### src/rtl/iso_lane_mapper.sv
// Lane mapper: buffers full-width beats and deals them, in sequence order, across
// 1..LANES_MAX active lanes, inserting a fill symbol whenever the beat FIFO runs dry.
module iso_lane_mapper #(
    parameter int               LANES_MAX = 4,
    parameter int               SYM_W     = 8,
    parameter int               DEPTH     = 8,
    parameter logic [SYM_W-1:0] FILL_SYM  = 8'h00,
    parameter logic             FILL_CTRL = 1'b0
) (
    input  logic                           ls_clk,
    input  logic                           rst_n,
    input  logic                           iso_en,
    input  logic [$clog2(LANES_MAX):0]     cfg_lane_count,
    input  logic [LANES_MAX*SYM_W-1:0]     in_sym,
    input  logic [LANES_MAX-1:0]           in_ctrl,
    input  logic                           in_vld,
    output logic                           in_rdy,
    output logic [LANES_MAX*SYM_W-1:0]     lane_sym,
    output logic [LANES_MAX-1:0]           lane_ctrl,
    output logic                           lane_vld,
    output logic                           fill_active,
    output logic                           underflow,
    output logic [$clog2(DEPTH):0]         fifo_level
);

    localparam int LC_W  = $clog2(LANES_MAX) + 1;
    localparam int SUB_W = (LANES_MAX > 1) ? $clog2(LANES_MAX) : 1;
    localparam int PTR_W = $clog2(DEPTH);
    localparam int LVL_W = PTR_W + 1;

    typedef enum logic {
        IDLE = 1'b0,
        RUN  = 1'b1
    } state_t;

    state_t                       state_r;
    logic [LC_W-1:0]              lc_r;
    logic [SUB_W-1:0]             sub_r;
    logic [PTR_W-1:0]             wr_ptr_r;
    logic [PTR_W-1:0]             rd_ptr_r;
    logic [LANES_MAX*SYM_W-1:0]   mem_sym_r  [DEPTH];
    logic [LANES_MAX-1:0]         mem_ctrl_r [DEPTH];

    logic [LC_W-1:0]              lc_legal_s;
    logic                         push_s;
    logic                         empty_s;
    logic                         drain_s;
    logic                         last_sub_s;
    logic                         pop_s;
    logic [LANES_MAX*SYM_W-1:0]   head_sym_s;
    logic [LANES_MAX-1:0]         head_ctrl_s;
    logic [LANES_MAX*SYM_W-1:0]   map_sym_s;
    logic [LANES_MAX-1:0]         map_ctrl_s;

    // Illegal lane counts (zero, non power of two, too large) fall back to a single lane.
    always_comb begin
        lc_legal_s = LC_W'(1);
        if ((cfg_lane_count != LC_W'(0)) &&
            ((cfg_lane_count & (cfg_lane_count - LC_W'(1))) == LC_W'(0)) &&
            (cfg_lane_count <= LC_W'(LANES_MAX))) begin
            lc_legal_s = cfg_lane_count;
        end else begin
            lc_legal_s = LC_W'(1);
        end
    end

    // FIFO handshake and drain control; a full FIFO refuses a push even when it pops.
    always_comb begin
        in_rdy      = iso_en && (fifo_level != LVL_W'(DEPTH));
        push_s      = in_vld && in_rdy;
        empty_s     = (fifo_level == LVL_W'(0));
        drain_s     = (state_r == RUN) && iso_en && !empty_s;
        last_sub_s  = ((int'(sub_r) + 1) * int'(lc_r)) == LANES_MAX;
        pop_s       = drain_s && last_sub_s;
        head_sym_s  = mem_sym_r[rd_ptr_r];
        head_ctrl_s = mem_ctrl_r[rd_ptr_r];
    end

    // Lane l < lc takes head slot sub*lc + l, or the fill symbol when the FIFO is empty.
    always_comb begin
        map_sym_s  = '0;
        map_ctrl_s = '0;
        for (int l = 0; l < LANES_MAX; l++) begin
            if (l < int'(lc_r)) begin
                if (empty_s) begin
                    map_sym_s[l*SYM_W +: SYM_W] = FILL_SYM;
                    map_ctrl_s[l]               = FILL_CTRL;
                end else begin
                    map_sym_s[l*SYM_W +: SYM_W] =
                        head_sym_s[(int'(sub_r) * int'(lc_r) + l)*SYM_W +: SYM_W];
                    map_ctrl_s[l] = head_ctrl_s[int'(sub_r) * int'(lc_r) + l];
                end
            end else begin
                map_sym_s[l*SYM_W +: SYM_W] = '0;
                map_ctrl_s[l]               = 1'b0;
            end
        end
    end

    // Beat storage; contents are qualified by the pointers, so no reset is needed.
    always_ff @(posedge ls_clk) begin
        if (push_s) begin
            mem_sym_r[wr_ptr_r]  <= in_sym;
            mem_ctrl_r[wr_ptr_r] <= in_ctrl;
        end
    end

    // Mode FSM, FIFO pointers/level and registered lane outputs.
    always_ff @(posedge ls_clk or negedge rst_n) begin
        if (!rst_n) begin
            state_r     <= IDLE;
            lc_r        <= LC_W'(1);
            sub_r       <= '0;
            wr_ptr_r    <= '0;
            rd_ptr_r    <= '0;
            fifo_level  <= '0;
            lane_sym    <= '0;
            lane_ctrl   <= '0;
            lane_vld    <= 1'b0;
            fill_active <= 1'b0;
            underflow   <= 1'b0;
        end else if (!iso_en) begin
            state_r     <= IDLE;
            sub_r       <= '0;
            wr_ptr_r    <= '0;
            rd_ptr_r    <= '0;
            fifo_level  <= '0;
            lane_sym    <= '0;
            lane_ctrl   <= '0;
            lane_vld    <= 1'b0;
            fill_active <= 1'b0;
            underflow   <= 1'b0;
        end else begin
            case (state_r)
                IDLE: begin
                    state_r <= RUN;
                    lc_r    <= lc_legal_s;
                end
                RUN: begin
                    lane_sym    <= map_sym_s;
                    lane_ctrl   <= map_ctrl_s;
                    lane_vld    <= 1'b1;
                    fill_active <= empty_s;
                    if (empty_s) begin
                        underflow <= 1'b1;
                    end
                    if (drain_s) begin
                        sub_r <= last_sub_s ? SUB_W'(0) : (sub_r + SUB_W'(1));
                    end
                end
                default: begin
                    state_r <= IDLE;
                end
            endcase
            if (push_s) begin
                wr_ptr_r <= wr_ptr_r + PTR_W'(1);
            end
            if (pop_s) begin
                rd_ptr_r <= rd_ptr_r + PTR_W'(1);
            end
            case ({push_s, pop_s})
                2'b10:   fifo_level <= fifo_level + LVL_W'(1);
                2'b01:   fifo_level <= fifo_level - LVL_W'(1);
                default: fifo_level <= fifo_level;
            endcase
        end
    end

endmodule
### config.mk
export PLATFORM = sky130hd
export DESIGN_NAME = iso_lane_mapper
export DESIGN_NICKNAME = d
export VERILOG_FILES = /design/src/rtl/iso_lane_mapper.sv
export SDC_FILE = /design/constraint.sdc
export NUM_CORES = 1
export LEC_CHECK = 0
export BUFFER_PORTS_ARGS = -buffer_cell sky130_fd_sc_hd__buf_4
export CAP_MARGIN = 10
export CORE_MARGIN = 1
export CORE_UTILIZATION = 63
export DETAILED_ROUTE_END_ITERATION = 12
export PLACE_DENSITY = 0.79
export SLEW_MARGIN = 0
export SYNTH_ARGS = -nofsm -noshare
export SYNTH_HDL_FRONTEND = slang
export SYNTH_SLANG_ARGS = --single-unit
### constraint.sdc
create_clock -name ls_clk -period 13.33 [get_ports ls_clk]
set_input_delay 2.666 -clock ls_clk [delete_from_list [all_inputs] [get_ports ls_clk]]
set_output_delay 2.666 -clock ls_clk [all_outputs]
set_load 0.02 [all_outputs]
After elaboration in Yosys (flattened, before gate mapping)
Memories as Yosys holds them, arrays and structs flattened. Cells that the tools add are included.

Register bits: 55. Latch bits: 0. Bits in writable memories: 288. Bits in read-only memories: 0. Input bits: 43. Output and inout bits: 44. Logic and storage cells: 117. Memories: 2.

$add $sub $neg: 10. $mul: 2. Divide/modulo/power cells: 0. Order comparisons: 9. Eq/ne operators: 10. Shift-type cells: 4. Mux-type cells: 53. Bitwise logic cells: 2. Reductions and logical operators: 14.

Memory list: mem_sym_r (words 8, bits a word 32, rd ports 1, clocked after memory_dff 0, wr ports 1, line 41) `logic [LANES_MAX*SYM_W-1:0] mem_sym_r [DEPTH];`; mem_ctrl_r (words 8, bits a word 4, rd ports 1, clocked after memory_dff 0, wr ports 1, line 42) `logic [LANES_MAX-1:0] mem_ctrl_r [DEPTH];`.

Operators by type and width (count): 32-bit by 32-bit indexed part select with 8-bit output (4); 32-bit by 4-bit less-than comparator with 1-bit output, second input constant (3); 32-bit two-way mux (2); 8-bit two-way mux (8); 32-bit by 2-bit adder with 32-bit output, second input constant (1); 32-bit by 3-bit adder with 32-bit output, second input constant (1); 1-bit two-way mux (26); 3-bit two-way mux (5); 4-bit two-way mux (3); 2-bit by 1-bit inequality test with 1-bit output, second input constant (5); 1-bit binary-select mux with 2-bit select (4); 2-bit two-way mux (4); 4-bit one-hot mux with 2 select lines (1); 1-bit logical AND (7); 3-bit by 1-bit adder with 3-bit output, second input constant (2); 5-bit by 2-bit adder with 6-bit output, second input constant (1); 6-bit by 3-bit == test with 1-bit output, second input constant (1); 1-bit by 3-bit less-than comparator with 1-bit output, first input constant (2); 2-bit by 3-bit less-than comparator with 1-bit output, first input constant (2); 6-bit by 3-bit less-than comparator with 1-bit output, second input constant (1); 3-bit by 3-bit multiplier with 6-bit output (1); 2-bit AND reduction (3); 2-bit by 3-bit multiplier with 5-bit output (1); 4-bit by 1-bit adder with 4-bit output, second input constant (1); 15 further kinds (15).

Longest topological paths before layout
Depth in word-level cells: 9. Mapped depth: 18. Gate-level depth less buffers: 16.

Least setup slack after synthesis
OpenSTA, ideal clock, no wires.

Path type: input to register. Start point: input port iso_en. End point: memory mem_ctrl_r[0][0], enable pin. Library setup time: 519 ps. Arrival time: 6941 ps. Required time: 12811 ps. Setup slack: 5870 ps. Cell stages on the path: 5. Cell sequence: buf_1 nand2_1 a21o_1 clkbuf_1 nor4_1.

Longest elaborated chain between the ends: 4.

RTL lines: start: declaration (line 12) `input logic iso_en,`; 1-bit logical AND (line 69) `in_rdy = iso_en && (fifo_level != LVL_W'(DEPTH));`; 1-bit logical AND (line 70) `push_s = in_vld && in_rdy;`; 1-bit two-way mux (line 102) `if (push_s) begin`; 1-bit two-way mux (not written as such) (line 104) `mem_ctrl_r[wr_ptr_r] <= in_ctrl;`; end: declaration (line 42).

Every way passes these cells.

Worst setup path in the final report
Start point: input port iso_en. End point: output port in_rdy.

Longest elaborated chain between the ends: 1.

RTL lines: 1-bit logical AND (line 69); end: declaration (line 17) `output logic in_rdy,`.

Every way passes these cells.

==> results by group <==
Floorplan
  • Die area: around 23000 um^2
  • Core Area: between 20000 and 25000 um^2
  • Die height: about 150 um
  • Die X: 153 um
  • Initial core utilization: 0.650
  • Rows: 54
  • # IOs: just under 90

Place
  • Final Wtd Congestion: between 0.8 and 0.9
  • Dpl cell area: approximately 15000 um^2
  • I/O Buffers: 86
  • Final HPWL DP: about 18000 um

CTS
  • Cts hold-fix bufs: 0
  • Clk slew on worst S/H paths: 60 ps
  • Setup bufs post-CTS: 0
  • TritonCTS clock tree: done
  • CTS Buf Count: 35
  • Clock buffer depth: 3
  • Root Buffer: clkbuf_16
  • Clk Latency, worst-skew pair: 510 ps
  • # resized after CTS: 0
  • H-tree depth: 2
  • Clock Sink Count: ~340

GRT
  • GRT Util Overall: 0.273
  • Grt ovf: 0
  • Global-route wire length before repair: about 48000 um
  • Initial antenna violation count: 0
  • Pin count of the biggest net entering global routing: 56
  • Vias in the first global route: about 8.3k

Finish
  • Share of cells above drive strength 1: 0.206
  • Post-route cell area: ~16000 um^2
  • Ant diodes: 0
  • Commonest non-fill, non-tap cell in the layout: edfxtp_1
  • Most frequent cells in the layout: edfxtp_1 (288), mux2i_1 (149), buf_4 (105), nand2_1 (74), a22oi_1 (64)
  • Net count, final: 1050
  • P&R area growth vs syn: 14.6%

Logic synthesis
  • Syn Nets: around 960
  • Async SR Flop Fraction: 0.160
  • Seq/Total Area, Yosys: 0.698
  • Yosys cell types: between 50 and 60
  • Synthesized flop and latch total: approximately 340
  • Cell area after synthesis: roughly 14000 um^2
  • Syn avg cell area: roughly 16 um^2
  • Ys Warns: 0
  • Commonest register cell after synthesis: edfxtp_1
  • Cells after Synth: ~900
  • EDFF count, synth: between 200 and 300

Job
  • MaxCap Viol Count: 0

Min path
  • Endpoint, Worst Hold: underflow$_DFFE_PN0P_
  • Hold path start: underflow$_DFFE_PN0P_
  • WHS Path Cells: 2
  • HP Class: flop to flop

Power and ir drop
  • P per Cell Area: 141 nW/um^2
  • Leakage power: between 5 and 6 nW
  • Max VDD drop: 0.000105 V

Drt
  • WL final: approximately 30000 um
  • Vias post-DR: a little over 8k
  • Post-route DRC: 0
  • Drt pass-1 iters: 5
  • Vias per cell: approximately 6.3
  • DRT antenna net count: 0
  • Routed WL per cell: about 24 um
  • Iteration-0 DRC Markers: 708

STA
  • Tightest Pin Transition: 1080 ps
  • Final Hold Viols: 0
  • Clk_skew: around 17 ps
  • Post-Route Setup TNS: 0 ps
  • RSZ-0062 raised after global routing: no
  • Worst relative slew slack: 0.281
  • Fin crit share: 0.456
  • Min cycle time layout: 6080 ps
  • Slew Limit Fails: 0
  • FMAX: about 160 MHz
  • # setup viols final: 0

Critical path
  • Max Fanout on Critical Path: 13
  • Crit-path max cell delay: between 200 and 250 ps
  • RR Startpoint: sub_r[0]$_DFFE_PN0P_
  • Reg2Reg Setup Slack: about 8800 ps
  • Worst path arrival time: between 3000 and 4000 ps
  • Number of buffers and inverters on the critical path: 3
  • Worst EP required: roughly 11000 ps
  • R2r worst-path depth: 16
  • Startpoint Class: input pin
  • Crit path top cell by count: buf_4
  • Critical path class: input pin to output port
  • CP max-delay cell: inv_1
  • Delay-heaviest family, CP: buffers and inverters
  • Cell Chain, Critical Path: buf_4 > inv_1 > a21oi_1 > buf_4
  • R2R Path End: fifo_level[2]$_DFFE_PN0P_
  • Worst Setup End Kind: output port

Status
  • Status: complete, no violations
## metal layers
metal / up-vias / routed length (um) / GRT usage
met4: 0 / 1010 / 0.113
met5: - / 0 / 0
met2: 354 / 14600 / 0.433
met3: 85 / 2410 / 0.0539
li1: 3699 / - / -
met1: 4059 / 12500 / 0.376
## Yosys cell counts, types with 2 or more instances
cell        n  area share
edfxtp_1  288        0.60
mux2i_1   149        0.10
nand2_1    74       0.019
a22oi_1    64       0.033
dfrtp_1    54       0.094
clkbuf_1   27      0.0071
nor2_1     22      0.0057
a21oi_1    19      0.0066
buf_2      16      0.0056
ha_1       13       0.011
o21ai_0    13      0.0045
and2_1     11      0.0048
mux2_2     11      0.0086
mux4_2     10       0.016
o21ai_1    10      0.0035
nor3_1      9      0.0031
o221ai_1    9      0.0055
inv_1       8      0.0021
o221ai_2    8      0.0084
a21o_1      7      0.0037
buf_4       7      0.0037
xnor2_1     7      0.0043
a211oi_2    6      0.0052
a221o_1     6      0.0042
nand2b_1    5      0.0022
nand3_1     5      0.0017
nor4_1      5      0.0022
xor2_1      4      0.0024
fa_1        3      0.0042
nor2b_1     3      0.0013
a31oi_1     2     0.00087
buf_1       2     0.00052
o211ai_1    2      0.0010
or3_1       2     0.00087
## cell families (layout without fill, tap and decap cells)
| kind of cell | count (synthesis) | in the layout | synth area share |
|---|---|---|---|
| buf+inv | 61 | 172 | 0.0197 |
| mux | 170 | 170 | 0.128 |
| compound gates | 153 | 153 | 0.0818 |
| simple gates | 146 | 146 | 0.0480 |
| xor+xnor | 12 | 12 | 0.00836 |
| fa+ha+maj | 17 | 17 | 0.0162 |
| flops | 343 | 343 | 0.698 |
## final cells by class
cell class	instances	area (um^2)
well taps	280	350
clock inverters	17	215
clock buffers	42	922
inverters	8	30.0
multi-input cells	498	4120
flip-flops and latches	343	10000
repair buffers	105	788
fillers	1303	5640
## flip-flops by register name (all words and copies together), names as in the netlist
register / flops
fill_active: 1
lane_vld: 1
sub_r: 2
state_r: 1
mem_ctrl_r: 32
underflow: 1
rd_ptr_r: 3
lc_r: 3
wr_ptr_r: 3
fifo_level: 4
lane_sym: 32
mem_sym_r: 256
lane_ctrl: 4
## report_power, final
group / switching (W) / internal [W] / total [W]
Clock: 0.000385 / 0.000589 / 0.000974
Combinational: 0.0000908 / 0.0000538 / 0.000145
Sequential: 0.0000169 / 0.00119 / 0.00120
Total: 0.000492 / 0.00183 / 0.00232
## worst max path at each step
| stage | startpoint | cells past startpoint | end | slack, ps |
|---|---|---|---|---|
| 2_1_floorplan | iso_en | 5 | mem_ctrl_r[0][0]$_DFFE_PP_ | 5870 |
| 3_3_place_gp | iso_en | 4 | in_rdy | 7290 |
| 3_5_place_dp | iso_en | 4 | in_rdy | 7250 |
| 4_1_cts | iso_en | 4 | in_rdy | 7250 |
| 5_1_grt | iso_en | 4 | in_rdy | 7180 |
| 6_report | iso_en | 4 | in_rdy | 7250 |
## per-stage QoR
stage                     hold WS [ps]  setup slack, ps  cells   util  power, W
after floorplan                    538             5870    902      -   0.00131
after global placement             475             7290   1234  0.693   0.00136
after detailed placement           487             7250   1234  0.693   0.00137
after CTS                          506             7250   1293  0.745   0.00233
after global routing               539             7180   1293  0.745   0.00239
final                              505             7250   1293  0.745   0.00232
## worst min-delay path: stages, from the launching register on
cell and delay, ps:
dfrtp_1 350, a21oi_1 40, nor2_1 70
No activity file was read; power rests on OpenSTA's default activity.
